===== config.mk =====
export PLATFORM = sky130hd
export DESIGN_NAME = imem_arbiter
export DESIGN_NICKNAME = d
export VERILOG_FILES = /design/src/rtl/imem_arbiter.sv
export SDC_FILE = /design/constraint.sdc
export NUM_CORES = 1
export LEC_CHECK = 0
export CAP_MARGIN = 25
export CORE_UTILIZATION = 49
export CTS_CLUSTER_DIAMETER = 50
export DETAILED_ROUTE_END_ITERATION = 10
export PLACE_DENSITY_LB_ADDON = 0.15
export SLEW_MARGIN = 20
export SYNTH_ARGS = -nofsm -noshare
export SYNTH_HDL_FRONTEND = slang
export SYNTH_SLANG_ARGS = --single-unit
export TNS_END_PERCENT = 30

===== constraint.sdc =====
create_clock -name clk_i -period 3 [get_ports clk_i]
set_input_delay 0.45 -clock clk_i [delete_from_list [all_inputs] [get_ports clk_i]]
set_output_delay 0.45 -clock clk_i [all_outputs]
set_load 0.1 [all_outputs]

===== src/rtl/imem_arbiter.sv =====
// Purpose : shares the single-read-port instruction memory between fetch (F) and debug (D) readers.
// Latency : request accepted in cycle N, read data presented to that requester in cycle N+1.
// Backpress: each port owns a 1-entry hold register; a port that has not drained its response is not granted.
//
// Ports:
//   clk_i, rst_n_i           clock, asynchronous active-low reset
//   f_req_* / f_rsp_*        fetch request (valid/ready/addr) and response (valid/ready/data)
//   d_req_* / d_rsp_*        debug request (valid/ready/addr) and response (valid/ready/data)
//   mem_addr_o               word address to the memory, sampled by it at posedge
//   mem_rdata_i              memory read data, valid the cycle after the address
module imem_arbiter #(
    parameter int ADDR_W       = 14,
    parameter int DATA_W       = 32,
    parameter int DBG_MAX_WAIT = 4,
    parameter int WAIT_W       = 3
) (
    input  logic              clk_i,
    input  logic              rst_n_i,

    input  logic              f_req_valid_i,
    output logic              f_req_ready_o,
    input  logic [ADDR_W-1:0] f_req_addr_i,
    output logic              f_rsp_valid_o,
    output logic [DATA_W-1:0] f_rsp_data_o,
    input  logic              f_rsp_ready_i,

    input  logic              d_req_valid_i,
    output logic              d_req_ready_o,
    input  logic [ADDR_W-1:0] d_req_addr_i,
    output logic              d_rsp_valid_o,
    output logic [DATA_W-1:0] d_rsp_data_o,
    input  logic              d_rsp_ready_i,

    output logic [ADDR_W-1:0] mem_addr_o,
    input  logic [DATA_W-1:0] mem_rdata_i
);

    // Per-port response tracking:
    //   RSP_EMPTY    nothing outstanding
    //   RSP_INFLIGHT accepted last cycle, data is on mem_rdata_i right now
    //   RSP_HELD     data parked in the port's hold register
    typedef enum logic [1:0] {
        RSP_EMPTY    = 2'd0,
        RSP_INFLIGHT = 2'd1,
        RSP_HELD     = 2'd2
    } rsp_state_e;

    localparam logic [WAIT_W-1:0] WAIT_MAX = WAIT_W'(DBG_MAX_WAIT);

    rsp_state_e        f_state_q, f_state_d;
    rsp_state_e        d_state_q, d_state_d;
    logic [DATA_W-1:0] f_hold_q;
    logic [DATA_W-1:0] d_hold_q;
    logic              f_hold_ld;
    logic              d_hold_ld;
    logic [WAIT_W-1:0] wait_cnt_q, wait_cnt_d;

    logic              f_elig;
    logic              d_elig;
    logic              f_win;
    logic              d_win;

    // Next response state for one port. A port can only be accepted while
    // EMPTY or while its current response drains, so a grant never collides
    // with an undrained response.
    function automatic rsp_state_e rsp_next(input rsp_state_e cur,
                                            input logic       rsp_rdy,
                                            input logic       accept);
        rsp_state_e nxt;
        nxt = RSP_EMPTY;
        case (cur)
            RSP_EMPTY: begin
                nxt = accept ? RSP_INFLIGHT : RSP_EMPTY;
            end
            RSP_INFLIGHT, RSP_HELD: begin
                if (rsp_rdy) begin
                    nxt = accept ? RSP_INFLIGHT : RSP_EMPTY;
                end else begin
                    nxt = RSP_HELD;
                end
            end
            default: begin
                nxt = RSP_EMPTY;
            end
        endcase
        return nxt;
    endfunction

    // ------------------------------------------------------------------
    // Arbitration
    // ------------------------------------------------------------------
    // Eligible = has a request and the previous response is gone or leaving
    // this cycle; this keeps one read per cycle per port at full rate.
    always_comb begin
        f_elig = f_req_valid_i && ((f_state_q == RSP_EMPTY) || f_rsp_ready_i);
        d_elig = d_req_valid_i && ((d_state_q == RSP_EMPTY) || d_rsp_ready_i);

        // Fetch has priority unless debug has already lost WAIT_MAX times
        // in a row; with WAIT_MAX == 0 debug wins every contested cycle.
        // No grants at all while reset is asserted.
        d_win = rst_n_i && d_elig && (!f_elig || (wait_cnt_q == WAIT_MAX));
        f_win = rst_n_i && f_elig && !d_win;
    end

    // Consecutive-loss counter for debug. Holds its value while debug is
    // requesting but ineligible (waiting on its own response to drain).
    always_comb begin
        wait_cnt_d = wait_cnt_q;
        if (!d_req_valid_i || d_win) begin
            wait_cnt_d = '0;
        end else if (d_elig && (wait_cnt_q != WAIT_MAX)) begin
            wait_cnt_d = wait_cnt_q + WAIT_W'(1);
        end
    end

    // ------------------------------------------------------------------
    // Response state next-state logic
    // ------------------------------------------------------------------
    always_comb begin
        f_state_d = rsp_next(f_state_q, f_rsp_ready_i, f_win);
        d_state_d = rsp_next(d_state_q, d_rsp_ready_i, d_win);

        // Memory data only lives for one cycle, so an unaccepted in-flight
        // word must be captured now.
        f_hold_ld = (f_state_q == RSP_INFLIGHT) && !f_rsp_ready_i;
        d_hold_ld = (d_state_q == RSP_INFLIGHT) && !d_rsp_ready_i;
    end

    always_ff @(posedge clk_i or negedge rst_n_i) begin
        if (!rst_n_i) begin
            f_state_q  <= RSP_EMPTY;
            d_state_q  <= RSP_EMPTY;
            wait_cnt_q <= '0;
        end else begin
            f_state_q  <= f_state_d;
            d_state_q  <= d_state_d;
            wait_cnt_q <= wait_cnt_d;
        end
    end

    always_ff @(posedge clk_i or negedge rst_n_i) begin
        if (!rst_n_i) begin
            f_hold_q <= '0;
            d_hold_q <= '0;
        end else begin
            if (f_hold_ld) begin
                f_hold_q <= mem_rdata_i;
            end
            if (d_hold_ld) begin
                d_hold_q <= mem_rdata_i;
            end
        end
    end

    // ------------------------------------------------------------------
    // Outputs
    // ------------------------------------------------------------------
    always_comb begin
        f_req_ready_o = f_win;
        d_req_ready_o = d_win;

        // With no winner the fetch address is still driven so the memory
        // input is deterministic; that read is simply never routed back.
        mem_addr_o = d_win ? d_req_addr_i : f_req_addr_i;

        f_rsp_valid_o = 1'b0;
        f_rsp_data_o  = '0;
        case (f_state_q)
            RSP_INFLIGHT: begin
                f_rsp_valid_o = 1'b1;
                f_rsp_data_o  = mem_rdata_i;
            end
            RSP_HELD: begin
                f_rsp_valid_o = 1'b1;
                f_rsp_data_o  = f_hold_q;
            end
            default: begin
                f_rsp_valid_o = 1'b0;
                f_rsp_data_o  = '0;
            end
        endcase

        d_rsp_valid_o = 1'b0;
        d_rsp_data_o  = '0;
        case (d_state_q)
            RSP_INFLIGHT: begin
                d_rsp_valid_o = 1'b1;
                d_rsp_data_o  = mem_rdata_i;
            end
            RSP_HELD: begin
                d_rsp_valid_o = 1'b1;
                d_rsp_data_o  = d_hold_q;
            end
            default: begin
                d_rsp_valid_o = 1'b0;
                d_rsp_data_o  = '0;
            end
        endcase
    end

endmodule


# Word-level counts from Yosys, hierarchy flattened
# Index checks and enable logic that the tools add are counted.
[totals]
in_bits = 66
output_inout_bits = 82
register_bits = 71
word_cells = 48
[classes]
addsub = 1
n_eq_ne = 6
reduce_logical = 23
mux = 13
[op_table]
columns = ["operator", "n"]
rows = [
  ["32-bit one-hot mux with 2 select lines", 2],
  ["14-bit two-way mux", 1],
  ["1-bit logical AND", 9],
  ["2-bit one-hot mux with 2 select lines", 2],
  ["3-bit two-way mux", 2],
  ["1-bit zero test", 5],
  ["2-bit by 1-bit == test with 1-bit output, second input constant", 2],
  ["2-bit == test, second input constant", 2],
  ["2-bit zero test", 2],
  ["1-bit logical OR", 4],
  ["1-bit two-way mux", 4],
  ["2-bit two-way mux", 2],
  ["2-bit OR reduction", 2],
  ["3-bit by 1-bit adder with 3-bit output, second input constant", 1],
  ["3-bit == test, second input constant", 1],
  ["3-bit inequality test, second input constant", 1],
  ["2-bit nonzero test", 1],
]

# Longest topological paths before layout
[logic_depth]
ltp_word = 11
ltp_mapped = 7

# Worst setup path after synthesis
# No wires, ideal clock.
[synth_path]
path_kind = "register to output"
from = "register d_state_q[0]"
to = "output port d_rsp_data_o[10]"
arrival_ns = 2.980
stages_incl_launch_ff = 5
slack_ns = -0.430
required_ns = 2.550
path_buffers = 1
path_cell_list = "dfrtp_1 inv_1 ha_1 clkbuf_1 nor2b_1"
[synth_via]
elab_chain_len = 2
[synth_lines]
columns = ["element", "line", "source"]
rows = [
  ["start: declaration", "51", "rsp_state_e d_state_q, d_state_d;"],
  ["start signal: assignment", "136", "d_state_q <= d_state_d;"],
  ["2-bit == test / 2-bit by 1-bit == test with 1-bit output (equally long branches)", "185", "case (d_state_q)"],
  ["32-bit one-hot mux with 2 select lines (*)", "185", ""],
  ["end: declaration", "31", "output logic [DATA_W-1:0] d_rsp_data_o,"],
]
# Every way passes the cells marked *; elsewhere a longest branch is shown, timed or not.

# Final worst setup path
[layout_path]
from = "input port d_rsp_ready_i"
to = "output port mem_addr_o[13]"
[layout_via]
elab_chain_len = 5
[layout_lines]
columns = ["element", "line", "source"]
rows = [
  ["start: declaration", "32", "input logic d_rsp_ready_i,"],
  ["1-bit logical OR", "96", "d_elig = d_req_valid_i && ((d_state_q == RSP_EMPTY) || d_rsp_ready_i);"],
  ["1-bit logical AND", "96", ""],
  ["1-bit logical AND (2 in series)", "101", "d_win = rst_n_i && d_elig && (!f_elig || (wait_cnt_q == WAIT_MAX));"],
  ["14-bit two-way mux", "164", "mem_addr_o = d_win ? d_req_addr_i : f_req_addr_i;"],
  ["end: declaration", "34", "output logic [ADDR_W-1:0] mem_addr_o,"],
]
# No other way between the ends.

==> results.md <==
* Max Clock Freq at 0.371 GHz
* PnR worst setup slack at 308 ps
* DP Wirelength at 7.90 mm
* Synthesized flop and latch total at 71
* Number of global-route vias before repair at 3628
* Number of vias per cell at 5.69
* Final hold slack at 378 ps
* DRT Pass-1 Iters at 4
* Via count at 3392
* Wirelength, routed at 11.2 mm
* Final count of hold timing violations at 0
* Synthesized instance count at 349
* Met3 GRT Util at 4.15%
* Status: complete, no violations
* Syn-to-layout area delta at 65.3%
* DIE HEIGHT at 93.0 um
* Met1 Usage GRT at 32.0%
* I/O Pins at 148
* RSZ-0062 raised after global routing: false
* Seq/Total Area, Yosys at 43.8%
* Worst clock skew at 8.89 ps
* Worst setup EP type: output port
* Final instance area at 0.00671 mm^2
* Hold Path Class: in2async
* Leakage power at 2.62 nW
* Critical Path Source Type: primary input
* Crit-path max FO at 16
* Ant. Diodes at 0
* Nets at 566
* Worst vdd ir at 475 uV
* Slew HR at 41.7%
* Max Cap Violations at 0
* Die Footprint at 0.00865 mm^2
* GR Util met2 at 48.2%
* CTS root buf: clkbuf_8
* Post-synth ARST share at 100%
* Post-route ant nets at 0
* PwrDens at 558 mW/mm^2
* Ys flop type: dfrtp_1
* Grt peak-use layer: met2
* Initial core utilization at 51.5%
* CP Class: in2out
* Largest net degree at the start of global routing at 72
* Min Clock Period, post-route at 2690 ps
* Routability cong. at 0.804
* Final global-route overflow total at 0
* CP required at 2550 ps
* Width of the chip at 93.0 um
* Core ar. at 0.00789 mm^2
* Max-slew violation count at 0
* Cell area after technology mapping at 0.00406 mm^2
* Cts hold-fix bufs at 0
* Post-synth EDFFs at 0
* Wire per inst at 18.8 um
* Antenna violations before repair at 0
* First DRT Iteration DRCs at 189
* CTS Buffer Depth at 2
* First-pass GRT wire length at 17.7 mm
* Dpl ws at 308 ps
* Synth warnings at 0
* GRT Total Usage at 26.6%
* DRC viols at 0
* Worst slew pin tran at 875 ps
* Placed Instance Area at 0.00655 mm^2
* CTS tree: yes
* Syn avg cell area at 11.6 um^2
* Clock transition at path regs at 80 ps
* Synthesized Nets at 425
* CTS H-tree lvls at 3
* Post-layout util at 85.1%
* CTS Sinks at 71
* Unique cell type count in the Yosys netlist at 27
* Worst skew pair latency at 340 ps
* Tot Pwr at 3.74 mW
* Arrival time at the worst endpoint at 2240 ps
* Final period util at 89.7%
* Post-CTS Setup Bufs at 0
* Post_cts resized at 0
* I/O Buffers at 147
* Layout cell share with drive strength beyond 1 at 42.7%
* CTS Buf Count at 9
* # rows at 32
* Endpoints failing setup at 0
sequential cells by signal, summed over array words and instances, names as in the netlist:
| signal | count |
|---|---|
| d_hold_q | 32 |
| f_state_q | 2 |
| f_hold_q | 32 |
| wait_cnt_q | 3 |
| d_state_q | 2 |
synth_stat cells (4+ instances only):
master / number / share of area (%)
mux2_4: 13 / 4.8
inv_1: 7 / 0.65
dfrtp_1: 71 / 44
clkbuf_1: 18 / 1.7
a22oi_1: 64 / 12
ha_1: 10 / 3.1
mux2_2: 63 / 17
o21ai_0: 4 / 0.49
nor2b_1: 66 / 10
clkbuf_2: 4 / 0.49
placed cells by master, fill, tap and decap left out:
cell             count
a211oi_1             2
a21oi_1              3
a22oi_1             64
and2_1               1
and4b_1              1
buf_12              87
buf_4                9
clkbuf_1             1
clkbuf_8            10
clkdlybuf4s50_1     64
clkinv_2             3
clkinvlp_4           1
dfrtp_1             71
ha_1                10
inv_1                7
mux2_1               2
mux2_2              63
mux2_4              13
nand2_1              1
nand2b_2             1
nand3_1              2
nor2_1               1
nor2b_1             46
nor2b_2             19
nor2b_4              1
nor3b_1              2
nor4_2               2
o211a_4              1
o211ai_1             1
o21a_2               1
o21ai_0              4
final timing paths:
kind                                          start                        to  slack [ps]  cells past startpoint
max in group asynchronous                   rst_n_i  f_hold_q[23]$_DFFE_PN0P_        2080                      2
hold / removal                              rst_n_i  d_hold_q[25]$_DFFE_PN0P_         380                      2
setup reg to reg             d_state_q[0]$_DFF_PN0_    d_state_q[0]$_DFF_PN0_        1170                      6
setup / recovery                      d_rsp_ready_i            mem_addr_o[13]         310                      5
min in group clk_i                          rst_n_i    f_state_q[0]$_DFF_PN0_         490                      3
hold reg to reg            d_hold_q[29]$_DFFE_PN0P_  d_hold_q[29]$_DFFE_PN0P_         500                      1
per-layer routing:
layer	wire [um]	part of all wire, %
met5	0	0
met2	6010	54
met4	104	0.93
met3	550	4.9
met1	4530	40
power breakdown:
group / internal [mW] / switching [mW] / total [mW]
Combinational: 0.740 / 0.834 / 1.57
Sequential: 1.32 / 0.191 / 1.51
Clock: 0.314 / 0.341 / 0.655
Total: 2.38 / 1.37 / 3.74
through the flow:
stage          TNS, ps  cells
2_1_floorplan   -18530    349
3_5_place_dp         0    581
4_1_cts              0    596
5_1_grt              0    596
3_3_place_gp         0    581
6_report             0    596
cell families after synthesis:
| kind of cell | after synthesis | share of synthesized area, % |
|---|---|---|
| and+or+nand+nor | 77 | 12.1 |
| muxes | 78 | 22.8 |
| DFF | 71 | 43.8 |
| AOI/OAI and AO/OA | 76 | 13.9 |
| adders and majority gates | 10 | 3.08 |
| buffers and inverters | 37 | 4.28 |
critical path: stages:
cell             delay, ps
clkdlybuf4s50_1        600
o21a_2                 240
o211a_4                370
mux2_2                 400
buf_12                 170
cell type report:
type                       count  area (um^2)
clock buffer                  11          141
clock inverter                 4         22.5
multi-input combinational    241         2170
fill                         377         1180
inverter                       7         26.3
sequential                    71         1780
timing repair buffer         160         2450
tap                          102          128
No activity file was read; power rests on OpenSTA's default activity.
